<file path="src/rtl/breath_pkg.sv">
// Shared types and widths for the LED breathing duty-ramp path.
package breath_pkg;

  localparam int CNT_W = 32;

  typedef enum logic [1:0] {UP, TOP, DOWN, BOT} state_t;

endpackage

</file>
<file path="src/rtl/breath_ramp_if.sv">
// Bundle between the duty-ramp generator and the downstream PWM comparator.
interface breath_ramp_if;
  import breath_pkg::*;

  logic             en;
  logic [CNT_W-1:0] pwm_cnt;
  logic [CNT_W-1:0] duty;
  logic             period_start;
  logic             dir;

  modport master (output en, input pwm_cnt, duty, period_start, dir);
  modport slave  (input en, output pwm_cnt, duty, period_start, dir);

endinterface

</file>
<file path="src/rtl/pwm_carrier.sv">
// Free-running PWM carrier counter with a registered period-start pulse
// and a combinational wrap strobe for the step divider.
module pwm_carrier
  import breath_pkg::*;
#(
  parameter int unsigned LENGTH = 30
) (
  input  logic             clk,
  input  logic             rst,
  input  logic             en,
  output logic [CNT_W-1:0] pwm_cnt,
  output logic             period_start,
  output logic             wrap
);

  localparam logic [CNT_W-1:0] LAST = CNT_W'(LENGTH - 1);

  assign wrap = en && (pwm_cnt == LAST);

  // period_start follows wrap so it reads high exactly while pwm_cnt shows 0
  always_ff @(posedge clk) begin
    if (rst) begin
      pwm_cnt      <= '0;
      period_start <= 1'b0;
    end else begin
      period_start <= wrap;
      if (en) begin
        pwm_cnt <= wrap ? '0 : pwm_cnt + CNT_W'(1);
      end
    end
  end

endmodule

</file>
<file path="src/rtl/breath_ramp.sv">
// Triangular duty ramp (rise, top hold, fall, bottom hold) that only changes
// on carrier period boundaries so the LED never sees a truncated period.
module breath_ramp
  import breath_pkg::*;
#(
  parameter int unsigned LENGTH   = 30,
  parameter int unsigned STEP_DIV = 300,
  parameter int unsigned HOLD     = 2
) (
  input  logic          clk,
  input  logic          rst,
  breath_ramp_if.slave  bus
);

  localparam logic [CNT_W-1:0] DIV_LAST  = CNT_W'(STEP_DIV - 1);
  localparam logic [CNT_W-1:0] HOLD_LAST = CNT_W'(HOLD - 1);
  localparam logic [CNT_W-1:0] TOP_VAL   = CNT_W'(LENGTH);
  localparam bit               HAS_HOLD  = (HOLD > 0);

  logic             wrap;
  logic             step;
  logic [CNT_W-1:0] div_cnt;
  logic [CNT_W-1:0] hold_cnt;
  logic [CNT_W-1:0] hold_nxt;
  logic [CNT_W-1:0] duty_nxt;
  logic             dir_nxt;
  state_t           state;
  state_t           state_nxt;

  pwm_carrier #(.LENGTH(LENGTH)) u_carrier (
    .clk          (clk),
    .rst          (rst),
    .en           (bus.en),
    .pwm_cnt      (bus.pwm_cnt),
    .period_start (bus.period_start),
    .wrap         (wrap)
  );

  assign step = wrap && (div_cnt == DIV_LAST);

  always_ff @(posedge clk) begin
    if (rst) begin
      div_cnt <= '0;
    end else if (wrap) begin
      div_cnt <= (div_cnt == DIV_LAST) ? '0 : div_cnt + CNT_W'(1);
    end
  end

  always_ff @(posedge clk) begin
    if (rst) begin
      state    <= UP;
      bus.duty <= '0;
      bus.dir  <= 1'b1;
      hold_cnt <= '0;
    end else if (step) begin
      state    <= state_nxt;
      bus.duty <= duty_nxt;
      bus.dir  <= dir_nxt;
      hold_cnt <= hold_nxt;
    end
  end

  always_comb begin
    state_nxt = state;
    duty_nxt  = bus.duty;
    hold_nxt  = hold_cnt;
    case (state)
      UP: begin
        duty_nxt = bus.duty + CNT_W'(1);
        if (duty_nxt == TOP_VAL) state_nxt = HAS_HOLD ? TOP : DOWN;
      end
      TOP: begin
        if (hold_cnt == HOLD_LAST) begin
          hold_nxt  = '0;
          state_nxt = DOWN;
        end else begin
          hold_nxt = hold_cnt + CNT_W'(1);
        end
      end
      DOWN: begin
        duty_nxt = bus.duty - CNT_W'(1);
        if (duty_nxt == '0) state_nxt = HAS_HOLD ? BOT : UP;
      end
      BOT: begin
        if (hold_cnt == HOLD_LAST) begin
          hold_nxt  = '0;
          state_nxt = UP;
        end else begin
          hold_nxt = hold_cnt + CNT_W'(1);
        end
      end
      default: state_nxt = UP;
    endcase
    dir_nxt = (state_nxt == UP) || (state_nxt == TOP);
  end

endmodule

</file>
<file path="src/flat_wrapper.sv">
// flat-port wrapper written by rule: the top's interface ports become plain ports
module breath_ramp_flat import breath_pkg::*;
#(
  parameter int unsigned LENGTH   = 30,
  parameter int unsigned STEP_DIV = 300,
  parameter int unsigned HOLD     = 2
)
  (clk, rst, bus_en, bus_pwm_cnt, bus_duty, bus_period_start, bus_dir);
  breath_ramp_if bus_i ();
  input  logic clk;
  input  logic rst;
  input wire logic [$bits(bus_i.en)-1:0] bus_en;
  output wire logic [$bits(bus_i.pwm_cnt)-1:0] bus_pwm_cnt;
  output wire logic [$bits(bus_i.duty)-1:0] bus_duty;
  output wire logic [$bits(bus_i.period_start)-1:0] bus_period_start;
  output wire logic [$bits(bus_i.dir)-1:0] bus_dir;
  assign bus_i.en = bus_en;
  assign bus_pwm_cnt = bus_i.pwm_cnt;
  assign bus_duty = bus_i.duty;
  assign bus_period_start = bus_i.period_start;
  assign bus_dir = bus_i.dir;
  breath_ramp #(.LENGTH(LENGTH), .STEP_DIV(STEP_DIV), .HOLD(HOLD)) u_core (.clk(clk), .rst(rst), .bus(bus_i));
endmodule
</file>
<file path="config.mk">
export PLATFORM = sky130hd
export DESIGN_NAME = breath_ramp_flat
export DESIGN_NICKNAME = d
export VERILOG_FILES = /design/src/rtl/breath_pkg.sv /design/src/rtl/breath_ramp_if.sv /design/src/rtl/pwm_carrier.sv /design/src/rtl/breath_ramp.sv /design/src/flat_wrapper.sv
export SDC_FILE = /design/constraint.sdc
export NUM_CORES = 1
export LEC_CHECK = 0
export CELL_PAD_IN_SITES_DETAIL_PLACEMENT = 1
export CELL_PAD_IN_SITES_GLOBAL_PLACEMENT = 1
export CORE_ASPECT_RATIO = 0.7
export CORE_MARGIN = 2
export CORE_UTILIZATION = 43
export DETAILED_ROUTE_END_ITERATION = 6
export PLACE_DENSITY_LB_ADDON = 0.1
export RECOVER_POWER = 25
export SYNTH_ARGS = -nofsm -noshare
export SYNTH_HDL_FRONTEND = slang
export SYNTH_SLANG_ARGS = --single-unit
</file>
<file path="constraint.sdc">
create_clock -name clk -period 3.8 [get_ports clk]
set_input_delay 0.76 -clock clk [delete_from_list [all_inputs] [get_ports clk]]
set_output_delay 0.76 -clock clk [all_outputs]
set_load 0.05 [all_outputs]
</file>
After elaboration in Yosys (flattened, before gate mapping)
Cells that the tools add are included.
- add/subtract/negate cells: 5
- equality and inequality tests: 8
- muxes and demuxes: 9
- reduce and logical (&&, ||, !) cells: 10
- operators with widths (kind ; count):
    adder 32 x 1 -> 32 bit (second input constant) ; 4
    two-way mux 32 bit ; 3
    == test 32 x 5 -> 1 bit (second input constant) ; 2
    case mux 32 bit (2 select lines) ; 1
    == test 32 x 1 -> 1 bit (second input constant) ; 1
    == test 32 x 9 -> 1 bit (second input constant) ; 1
    zero test 32 bit ; 1
    subtractor 32 x 1 -> 32 bit (second input constant) ; 1
    two-way mux 2 bit ; 4
    case mux 2 bit (4 select lines) ; 1
    == test 2 x 1 -> 1 bit (second input constant) ; 2
    == test 2 bit (second input constant) ; 2
    zero test 2 bit ; 2
    AND reduction 2 bit ; 2
    logical AND 1 bit ; 2
    nonzero test 2 bit ; 1
    OR reduction 2 bit ; 1
    logical OR 1 bit ; 1
- register bits after elaboration: 132
- bits of input ports: 3

Depth between registers and ports, before layout
Gate-level depths: netlist (run 1).
- depth after elaboration: 6
- depth in mapped cells: 11
- depth with buffers taken out: 9

By module
A second synthesis (run 1) with hierarchy kept.
- cell total of the unflattened synthesis: 991
- area total of the unflattened synthesis: 7642.3 µm²
- by module, submodules not included (module ; instances ; cells each ; area an instance (µm²) ; seq. area each (µm²)):
    breath_ramp ; 1 ; 801 ; 6049.6 ; 1981.9
    pwm_carrier ; 1 ; 190 ; 1592.8 ; 660.6

Worst setup path before layout (run 1)
Ideal clock, no wire load.
- path type: register to register
- from: register u_core.bus.duty[0]
- to: register u_core.state[0]
- library setup time: 0.073 ns
- arrival time: 2.956 ns
- required time: 3.727 ns
- slack: 0.771 ns
- stages on the path, launching flop included: 11
- path buffers: 1
- cell sequence: dfxtp_1 -> inv_1 -> ha_1 -> or4b_1 -> buf_2 -> nand4bb_4 -> nor4_4 -> and4b_1 -> o21ai_1 -> o311a_1 -> nor3_2
- word-level cells in the longest chain between the ends: 4
- RTL lines (what ; RTL line ; RTL):
    start: declaration ; breath_ramp_if.sv:12 ; modport slave (input en, output pwm_cnt, duty, period_start, dir);
    start signal: assignment ; breath_ramp.sv:57 ; bus.duty <= duty_nxt;
    adder 32 x 1 -> 32 bit or subtractor 32 x 1 -> 32 bit (tied branches) ; breath_ramp.sv:69, breath_ramp.sv:81 ;
    == test 32 x 5 -> 1 bit or zero test 32 bit (tied branches) ; breath_ramp.sv:70, breath_ramp.sv:82 ;
    two-way mux 2 bit, on equally long branches ; breath_ramp.sv:70, breath_ramp.sv:82 ;
    case mux 2 bit (4 select lines) * ; breath_ramp.sv:67 ; case (state)
    end signal: assignment ; breath_ramp.sv:56 ; state <= state_nxt;
    end: declaration ; breath_ramp.sv:27 ; state_t state;
Mark *: on every way between the ends. The rest lies on a longest branch, timed or not.
A chain may end at the register's enable or synchronous reset.

Worst setup path after layout (run 1)
- from: register u_core.u_carrier.pwm_cnt[0]
- to: register u_core.hold_cnt[30]
- word-level cells in the longest chain between the ends: 4
- RTL lines (what ; RTL line ; RTL):
    start: declaration ; pwm_carrier.sv:11 ; output logic [CNT_W-1:0] pwm_cnt,
    start signal: assignment ; pwm_carrier.sv:28 ; pwm_cnt <= wrap ? '0 : pwm_cnt + CNT_W'(1);
    == test 32 x 5 -> 1 bit ; pwm_carrier.sv:18 ; assign wrap = en && (pwm_cnt == LAST);
    logical AND 1 bit ; pwm_carrier.sv:18 ;
    logical AND 1 bit ; breath_ramp.sv:39 ; assign step = wrap && (div_cnt == DIV_LAST);
    AND reduction 2 bit (no source line) ; - ;
    end signal: assignment ; breath_ramp.sv:59 ; hold_cnt <= hold_nxt;
    end: declaration ; breath_ramp.sv:23 ; logic [CNT_W-1:0] hold_cnt;
Every way passes these cells.

==> results.sh, run 1 <==
export IMPL_avgRoutedWirePerCell_um=17.8
export IMPL_dpl_hpwl_um=15500
export IMPL_whs_ns=0.481
export IMPL_num_antenna_cells=0
export IMPL_mostFrequentLayoutCells="nor2_1 (139), dfxtp_1 (132), nand2_1 (63)"
export IMPL_hold_violations=0
export IMPL_grt_use_total=0.247
export IMPL_dieHeight_um=114
export IMPL_async_flop_share=0
export IMPL_startpoint_type="register"
export IMPL_powerDensity_nw_per_um2=345
export IMPL_ant_nets=0
export IMPL_postCtsSetupRepairBufs=0
export IMPL_period_share=0.904
export IMPL_die_width_um=161
export IMPL_ys_seq_area_frac=0.354
export IMPL_grt_pass1_vias=6740
export IMPL_arrival_ns=3.74
export IMPL_avgSynthCellArea_um2=7.83
export IMPL_mostFrequentLayoutCell="nor2_1"
export IMPL_synth_top_family_by_area="simple AND/OR/NAND/NOR gates"
export IMPL_p_leak_nw=3.02
export IMPL_gp_congestion=0.884
export IMPL_yosys_top_cells_area="dfxtp_1 (35%), xnor2_1 (7.0%), nor2_1 (7.0%)"
export IMPL_max_freq_mhz=291
export IMPL_fin_skew_ns=0.0160
export IMPL_crit_type="reg -> reg"
export IMPL_synthesis_area_um2=7460
export IMPL_remaining_drc_errors=0
export IMPL_period_needed_ns=3.44
export IMPL_syn_instance_count=953
export IMPL_slowest_delay_ns=0.52
export IMPL_hold_buffers=0
export IMPL_cts_tree="built"
export IMPL_ys_flop_type="dfxtp_1"
export IMPL_clk_pin_slew_ns=0.06
export IMPL_syn2layout_area_growth_pct=19.0
export IMPL_drive_gt1_frac=0.0654
export IMPL_drt_total_wl_um=22100
export IMPL_synthesis_nets=964
export IMPL_dieArea_um2=18400
export IMPL_overflow=0
export IMPL_coreArea_um2=17100
export IMPL_crit_top_cell="nor4_1"
export IMPL_synthDistinctLibCells=65
export IMPL_final_net_count=1007
export IMPL_antenna_found_initial=1
export IMPL_critPathTopFamily="simple AND/OR/NAND/NOR gates"
export IMPL_drt_pass1_iter_count=4
export IMPL_cts_resized=0
export IMPL_crit_slowest_cell="nor4_1"
export IMPL_grt_setup_unrepaired="no"
export IMPL_clockBufferDepth=2
export IMPL_drv_slew=0
export IMPL_synth_xor_area_share=0.128
export IMPL_viasPerCell=5.72
export IMPL_fin_tns_setup_ns=0
export IMPL_clock_sinks=132
export IMPL_finalSetupViolCount=0
export IMPL_drt_iter0_drc=541
export IMPL_insertion_delay_ns=0.43
export IMPL_synth_area_mux_share=0.00688
export IMPL_synth_compound_area_frac=0.0975
export IMPL_cts_root_buf="clkbuf_16"
export IMPL_grt_max_degree=32
export IMPL_cp_max_fo=13
export IMPL_drv_cap=0
export IMPL_relSlewSlack=0.0899
export IMPL_synth_top_cell_area_share=0.354
export IMPL_vias=7088
export IMPL_io_buffers=68
export IMPL_start_util=0.437
export IMPL_ioPinCount=69
export IMPL_critPathRequiredTime_ns=4.10
export IMPL_path_cells="ha_1, or4b_1, nor4_1, and4bb_1, nand4_1, nor4_1, xnor2_1, nor2_1"
export IMPL_synthAdderAreaFrac=0.0134
export IMPL_cts_buffers=17
export IMPL_grt_first_pass_wirelength_um=36500
export IMPL_yosys_warnings=0
export IMPL_synth_edf_count=0
export IMPL_synth_top_area_cell="dfxtp_1"
export IMPL_critPathCaptureType="register"
export IMPL_synth_seq_cells=132
export IMPL_htree_levels=4
export IMPL_rows=40
export IMPL_irDropWorstVdd_mv=0.199
export IMPL_hold_class="reg -> reg"
export IMPL_yosys_area_share_simple=0.357
export IMPL_status="finished clean"
export IMPL_worstMarginPinSlew_ns=1.37
export IMPL_cp_num_buf_inv=0
[sequential cells by signal, indices dropped and copies added (netlist names)]
name and count:
u_core.bus.dir 1, u_core.bus.duty 32, u_core.div_cnt 32, u_core.hold_cnt 32, u_core.state 2, u_core.u_carrier.period_start 1
u_core.u_carrier.pwm_cnt 32
[cells by family (layout without fill, tap and decap cells)]
| family | count (synthesis) | in the layout |
|---|---|---|
| multiplexers | 5 | 5 |
| buffers and inverters | 79 | 135 |
| AO/OA/AOI/OAI | 123 | 123 |
| AND/OR/NAND/NOR | 497 | 497 |
| flip-flops | 132 | 132 |
| adder cells (fa/ha/maj) | 8 | 8 |
| XOR/XNOR | 109 | 109 |
[layer usage]
| layer | wire length, um | share of wire | GRT usage | vias up |
|---|---|---|---|---|
| met5 | 0 | 0 | 0 | - |
| met4 | 96 | 0.0043 | 0.0476 | 0 |
| met2 | 9000 | 0.41 | 0.353 | 190 |
| met3 | 1170 | 0.053 | 0.0464 | 8 |
| met1 | 11800 | 0.54 | 0.384 | 3384 |
| li1 | - | - | - | 3506 |
[tightest hold or removal path: stages (launching register included)]
cell,delay (ns)
dfxtp_1,0.32
nand2_1,0.06
a21oi_1,0.05
[synthesized netlist by cell type, drive strengths merged (7+ instances only)]
cell,instances
and3,22
or3,33
nand3,51
nor3,43
or4,8
and4,18
nand4,41
nand2,63
nor2,139
buf,20
o21ai,43
inv,17
a21oi,46
and2,7
xnor2,60
ha,8
clkbuf,42
dfxtp,132
nor4,38
xor2,49
[final timing paths]
check,depth (start not counted),to,slack [ns],start
max,8,u_core.hold_cnt[30],0.36,u_core.u_carrier.pwm_cnt[0]
min,2,u_core.div_cnt[1],0.48,u_core.div_cnt[1]
max reg2reg,8,u_core.hold_cnt[30],0.36,u_core.u_carrier.pwm_cnt[0]
min reg2reg,2,u_core.div_cnt[1],0.48,u_core.div_cnt[1]
[metrics by stage]
stage	total power [W]	setup WS (ns)	std cells	area (um2)	utilization
2_1_floorplan	0.00145	0.771	953	7460	-
3_3_place_gp	0.00147	0.228	1208	8310	0.487
3_5_place_dp	0.00147	0.0916	1208	8310	0.487
4_1_cts	0.00311	0.369	1240	8880	0.521
5_1_grt	0.00318	0.0977	1240	8880	0.520
6_report	0.00306	0.363	1240	8880	0.520
[layout make-up]
cell class / count / area [um2]
clock buffer: 19 / 443
clock inverter: 13 / 131
fill: 2076 / 8190
inverter: 17 / 63.8
multi-input combinational: 742 / 4500
sequential: 132 / 2640
tap: 231 / 289
timing repair buffer: 86 / 807
[report_power, final]
group	leakage [nW]	internal (W)	total [W]	switching, W
Clock	0.283	0.000980	0.00163	0.000646
Sequential	1.06	0.00139	0.00139	0.00000329
Combinational	1.68	0.0000118	0.0000495	0.0000377
No activity file was read; power rests on OpenSTA's default activity.
==> run 2, diff against run 1 <==
Settings changed: CORE_ASPECT_RATIO 0.7 to 1.1.
==> run 2 against run 1 <==
Effect of this change: via count increased by 0.47%; final cell count about the same; routed wire length is 1.6% lower; critical path depth down 1; register-to-register slack better by 0.18 ns; design area rose by 0.27%; global-route usage down 0.14 points; non-clock buffer count shrank 1; clock power up 4%; first-iteration DRC count fell by 46%; sequential power about the same; flip-flop and latch count is the same; critical endpoint is now u_core.bus.duty[29]; highest routed layer unchanged.
==> results.sh, run 2 (synthesis gave the netlist of run 1 again) <==
export IMPL_status="finished clean"
export IMPL_period_share=0.878
export IMPL_grt_use_total=0.246
export IMPL_startpoint_type="input port"
export IMPL_die_width_um=130
export IMPL_cts_root_buf="clkbuf_16"
export IMPL_htree_levels=4
export IMPL_hold_violations=0
export IMPL_ant_nets=0
export IMPL_final_net_count=1006
export IMPL_drive_gt1_frac=0.0636
export IMPL_num_antenna_cells=0
export IMPL_cts_tree="built"
export IMPL_clockBufferDepth=2
export IMPL_postCtsSetupRepairBufs=0
export IMPL_drv_cap=0
export IMPL_irDropWorstVdd_mv=0.339
export IMPL_finalSetupViolCount=0
export IMPL_coreArea_um2=17000
export IMPL_grt_setup_unrepaired="no"
export IMPL_period_needed_ns=3.33
export IMPL_rows=50
export IMPL_viasPerCell=5.74
export IMPL_cp_max_fo=18
export IMPL_drt_pass1_iter_count=4
export IMPL_cts_buffers=17
export IMPL_overflow=0
export IMPL_avgRoutedWirePerCell_um=17.5
export IMPL_drt_iter0_drc=290
export IMPL_relSlewSlack=0.0658
export IMPL_arrival_ns=3.69
export IMPL_crit_slowest_cell="clkdlybuf4s50_1"
export IMPL_max_freq_mhz=300
export IMPL_final_core_util=0.523
export IMPL_drv_slew=0
export IMPL_dieHeight_um=142
export IMPL_mostFrequentLayoutCells="nor2_1 (139), dfxtp_1 (132), nand2_1 (63)"
export IMPL_ioPinCount=69
export IMPL_critPathRequiredTime_ns=4.15
export IMPL_mostFrequentLayoutCell="nor2_1"
export IMPL_cts_resized=0
export IMPL_fill_cells=2114
export IMPL_drt_total_wl_um=21700
export IMPL_slowest_delay_ns=0.63
export IMPL_dieArea_um2=18400
export IMPL_crit_type="in -> reg"
export IMPL_critPathCaptureType="register"
export IMPL_antenna_found_initial=0
export IMPL_grt_max_degree=43
export IMPL_hold_class="reg -> reg"
export IMPL_clock_sinks=132
export IMPL_io_buffers=68
export IMPL_fin_skew_ns=0.0119
export IMPL_hold_buffers=0
export IMPL_insertion_delay_ns=0.43
export IMPL_dp_slack_ns=0.0823
export IMPL_setup_slack_ns=0.465
export IMPL_syn2layout_area_growth_pct=19.4
export IMPL_powerDensity_nw_per_um2=351
export IMPL_start_util=0.438
export IMPL_p_leak_nw=3.04
export IMPL_fin_tns_setup_ns=0
export IMPL_dpl_hpwl_um=14800
export IMPL_grt_first_pass_wirelength_um=36600
export IMPL_path_cells="clkdlybuf4s50_1, nand4_1, nor4_1, and4bb_1, nand2_1, or3_1, a21oi_1"
export IMPL_gp_congestion=0.842
export IMPL_clk_pin_slew_ns=0.06
export IMPL_whs_ns=0.471
export IMPL_grt_pass1_vias=7232
export IMPL_remaining_drc_errors=0
export IMPL_worstMarginPinSlew_ns=1.40
export IMPL_vias=7121
[run 2: worst paths after layout]
check | cells past startpoint | endpoint | slack [ns] | startpoint
max | 7 | u_core.bus.duty[29] | 0.47 | bus_en
min | 2 | u_core.bus.dir | 0.47 | u_core.bus.dir
max reg2reg | 7 | u_core.bus.duty[29] | 0.54 | u_core.u_carrier.pwm_cnt[0]
min reg2reg | 2 | u_core.bus.dir | 0.47 | u_core.bus.dir
[run 2: routing by layer]
metal / vias to the layer above / share of wire / global-route usage
met4: 0 / 0.016 / 0.0809
li1: 3482 / - / -
met3: 30 / 0.039 / 0.0455
met1: 3480 / 0.48 / 0.331
met2: 129 / 0.47 / 0.397
met5: - / 0 / 0
[run 2: cell type report]
type | instances | area (um2) | area share
clock buffers | 20 | 447 | 0.0502
flip-flops and latches | 132 | 2640 | 0.297
multi-input cells | 742 | 4510 | 0.506
repair buffers | 85 | 800 | 0.0898
clock inverters | 11 | 153 | 0.0171
well taps | 234 | 293 | 0.0329
inverters | 17 | 63.8 | 0.00717
[run 2: per-stage QoR]
step           cells  area (um2)  total power [W]
6_report        1241        8900          0.00313
5_1_grt         1241        8900          0.00322
4_1_cts         1241        8910          0.00315
3_5_place_dp    1210        8310          0.00147
3_3_place_gp    1210        8310          0.00147
2_1_floorplan    953        7460          0.00145
[run 2: power by group]
part	switching, W	internal [W]
combinational	0.0000375	0.0000113
clock	0.000643	0.00105
sequential	0.00000319	0.00139
total	0.000684	0.00245
[run 2: worst max-delay path: cells and delay by family]
kind / cells / cell delay (ns)
AND/OR/NAND/NOR: 5 / 2.16
AO/OA/AOI/OAI: 1 / 0.13
buffers and inverters: 1 / 0.63
==> variant 1, RTL diff (settings of run 1) <==
Compare `div_cnt` against `DIV_LAST` with >= in place of ==.
--- a/src/rtl/breath_ramp.sv
+++ b/src/rtl/breath_ramp.sv
@@ -36,7 +36,7 @@
     .wrap         (wrap)
   );
 
-  assign step = wrap && (div_cnt == DIV_LAST);
+  assign step = wrap && (div_cnt >= DIV_LAST);
 
   always_ff @(posedge clk) begin
     if (rst) begin
Function: same outputs for any inputs over 10 cycles, from zero or initial values and one cycle with rst high; that may be too few to reach the edited logic, so the function may still have changed.
==> variant 1 against run 1 <==
  * Final area grew 1.7%
  * Synthesized area grew 2.0%
  * Sequential share of layout area shrank 0.51 points
  * Sequential cell count is the same
  * Critical path depth grew 2
  * Utilization grew 0.44 points
  * Routed wire length grew 5.3%
  * Worst setup slack gained 0.14 ns
  * Total power grew 0.48%
==> variant 1: results (changes against run 1) <==
outcome: "complete, no violations"
multi_input_cells: 762  # +2.7%
wl_per_cell_um: 18.37  # +3.1%
drive_gt1_share_pct: 6.280  # -0.26 points
place_worst_setup_slack_ns: 0.3474  # +0.2558 ns
multi_input_area_um2: 4628  # +2.8%
grt_pass1_wl_um: 38100  # +4.4%
synth_compound_area_share_pct: 10.33  # +0.59 points
clock_skew_ns: 0.01079  # -0.005219 ns
dp_cells: 1234  # +2.2%
wirelength_um: 23260  # +5.3%
nNonClkInverters: 22  # +5
crit_slowest_cell: "nor4b_2"
fillerInstances: 2134  # +2.8%
placed_area_um2: 8466  # +1.9%
yosysUniqueCellTypes: 63  # -3.1%
dpl.hpwl_um: 16350  # +5.5%
power_mw: 3.079  # +0.48%
vias: 7290  # +2.8%
worstPathArrival_ns: 3.65  # -0.09 ns
synth_fp_nets: 988  # +2.5%
nets: 1033  # +2.6%
synth-seq-area-share_pct: 34.74  # -0.68 points
nNonClkBuffers: 87  # +1.2%
buf_share_pct: 8.934  # -0.15 points
grt_max_degree: 43  # +34%
==> variant 1: routing by layer <==
layer | vias to the layer above | GRT usage, % | wire, um | part of all wire, %
met3 | 26 | 6.205 | 1303 | 5.6
met1 | 3538 | 38.39 | 12090 | 52
met4 | 0 | 5.782 | 226 | 0.97
met2 | 180 | 36.72 | 9641 | 41
met5 | - | 0 | 0 | 0
li1 | 3546 | - | - | -
==> variant 1: path summary, 6_finish.rpt <==
path | cells past startpoint | start | slack (ns) | to
hold / removal | 2 | u_core.div_cnt[1] | 0.51 | u_core.div_cnt[1]
setup reg to reg | 10 | u_core.bus.duty[1] | 0.50 | u_core.state[0]
setup / recovery | 10 | u_core.bus.duty[1] | 0.50 | u_core.state[0]
hold reg to reg | 2 | u_core.div_cnt[1] | 0.51 | u_core.div_cnt[1]
==> variant 1: logic make-up after synthesis <==
family / after synthesis
buffers and inverters: 83
AO/OA/AOI/OAI: 125
adder cells (fa/ha/maj): 8
flip-flops: 132
multiplexers: 3
XOR/XNOR: 119
AND/OR/NAND/NOR: 507
==> variant 2, RTL diff (flow settings as in run 1) <==
Without the edit above. Change the package constant `CNT_W` from 32 to 40.
--- a/src/rtl/breath_pkg.sv
+++ b/src/rtl/breath_pkg.sv
@@ -1,7 +1,7 @@
 // Shared types and widths for the LED breathing duty-ramp path.
 package breath_pkg;
 
-  localparam int CNT_W = 32;
+  localparam int CNT_W = 40;
 
   typedef enum logic [1:0] {UP, TOP, DOWN, BOT} state_t;
 
Interface: changed (resized bus_duty and bus_pwm_cnt); port bits go from 69 to 85. The function was not compared with the original's and may differ.
==> variant 2 against run 1 <==
  * Synthesized cell count is 29% higher
  * Non-clock buffer count is 51 higher
  * Worst hold slack better by 0.016 ns
  * Routed wire length is 35% higher
  * Final area is 26% higher
  * Worst setup slack worse by 0.0011 ns
  * Synthesized area is 25% higher
  * Sequential cell count is 32 higher
  * Die area is 24% higher
  * Combinational power is 19% higher
  * Sequential power is 24% higher
  * Global-route usage is 1.3 points higher
  * Total power is 14% higher
  * Critical path type unchanged
==> variant 2: results (changes against run 1) <==
yosysUniqueCellTypes: 55  # -15%
dp_cells: 1573  # +30%
numPortBuffers: 84  # +24%
wirelength_um: 29760  # +35%
grtUsageTotal_pct: 26.04  # +1.3 points
drtIter0Drc: 750  # +39%
antenna_found_initial: 0  # -1
vdd_drop_max_v: 0.0003503  # +76%
gp_congestion: 0.9200  # +4.0%
place_worst_setup_slack_ns: 0.1869  # +0.09536 ns
yosys-top-cells-count: "nor2_1 (187), dfxtp_1 (164), nand2_1 (114)"
drive_gt1_share_pct: 7.861  # +1.3 points
avgSynthCellArea_um2: 7.590  # -3.0%
rr_startpoint: "u_core.bus.duty[14]"
dpl.hpwl_um: 21350  # +38%
holdPathStages: 2  # unchanged
outcome: "complete, no violations"
vias: 9375  # +32%
fin_cells: 1605  # +29%
p_leak_nw: 4.019  # +33%
grt_max_degree: 52  # +63%
synth_fp_nets: 1238  # +28%
r2r_slack_ns: 0.36  # about the same
crit_slowest_cell: "or4_1"
synth-seq-area-share_pct: 35.25  # -0.17 points
worstMarginPinSlew_ns: 0.7065  # -0.6586 ns
grt_pass1_vias: 8937  # +33%
r2r_end: "u_core.state[0]"
grt_pass1_wl_um: 48370  # +33%
nets: 1321  # +31%
worstPathArrival_ns: 3.81  # +0.07 ns
## variant 2: metrics by stage
stage	instance area [um^2]	hold slack, ns
floorplan	9313	0.4585
global placement	10620	0.4797
detailed placement	10620	0.4896
CTS	11180	0.4990
global route	11180	0.5186
finish	11180	0.4978
## variant 2: layout make-up
| type | instances | area, um^2 |
|---|---|---|
| flip-flops and latches | 164 | 3283 |
| fillers | 2674 | 10270 |
| clock buffers | 25 | 495.5 |
| multi-input cells | 971 | 5672 |
| inverters | 19 | 71.32 |
| well taps | 282 | 352.8 |
| repair buffers | 137 | 1239 |
| clock inverters | 7 | 70.07 |
## variant 2: worst min-delay path: stages (launching register included)
cell and delay [ns]:
dfxtp_1 0.34, nand2_1 0.06, a21oi_1 0.05
## variant 2: worst max path at each step
stage                               to  slack [ns]
finish                 u_core.state[0]        0.36
global route           u_core.state[0]        0.10
CTS                    u_core.state[0]        0.31
detailed placement  u_core.div_cnt[39]        0.19
global placement    u_core.div_cnt[39]        0.31
floorplan              u_core.state[0]        0.44
## variant 2: metal layers
| metal | share of wire (%) | global-route usage [%] |
|---|---|---|
| met1 | 51 | 39.02 |
| met2 | 42 | 38.67 |
| met3 | 6.0 | 4.761 |
| met4 | 0.92 | 5.787 |
| met5 | 0 | 0 |
## variant 2: power by group
part	internal (mW)	switching [mW]	leakage, nW	total [mW]
clock	0.974	0.725	0.278	1.70
combinational	0.0138	0.0453	2.42	0.0590
sequential	1.72	0.000984	1.32	1.72
## variant 2: cell families (layout without fill, tap and decap cells)
family,Yosys count,after routing,synth area share (%)
buf+inv,92,188,3.990
simple gates,663,663,36.30
flops,164,164,35.25
mux,4,4,0.4434
fa+ha+maj,8,8,1.075
xor+xnor,147,147,13.83
compound gates,149,149,9.109
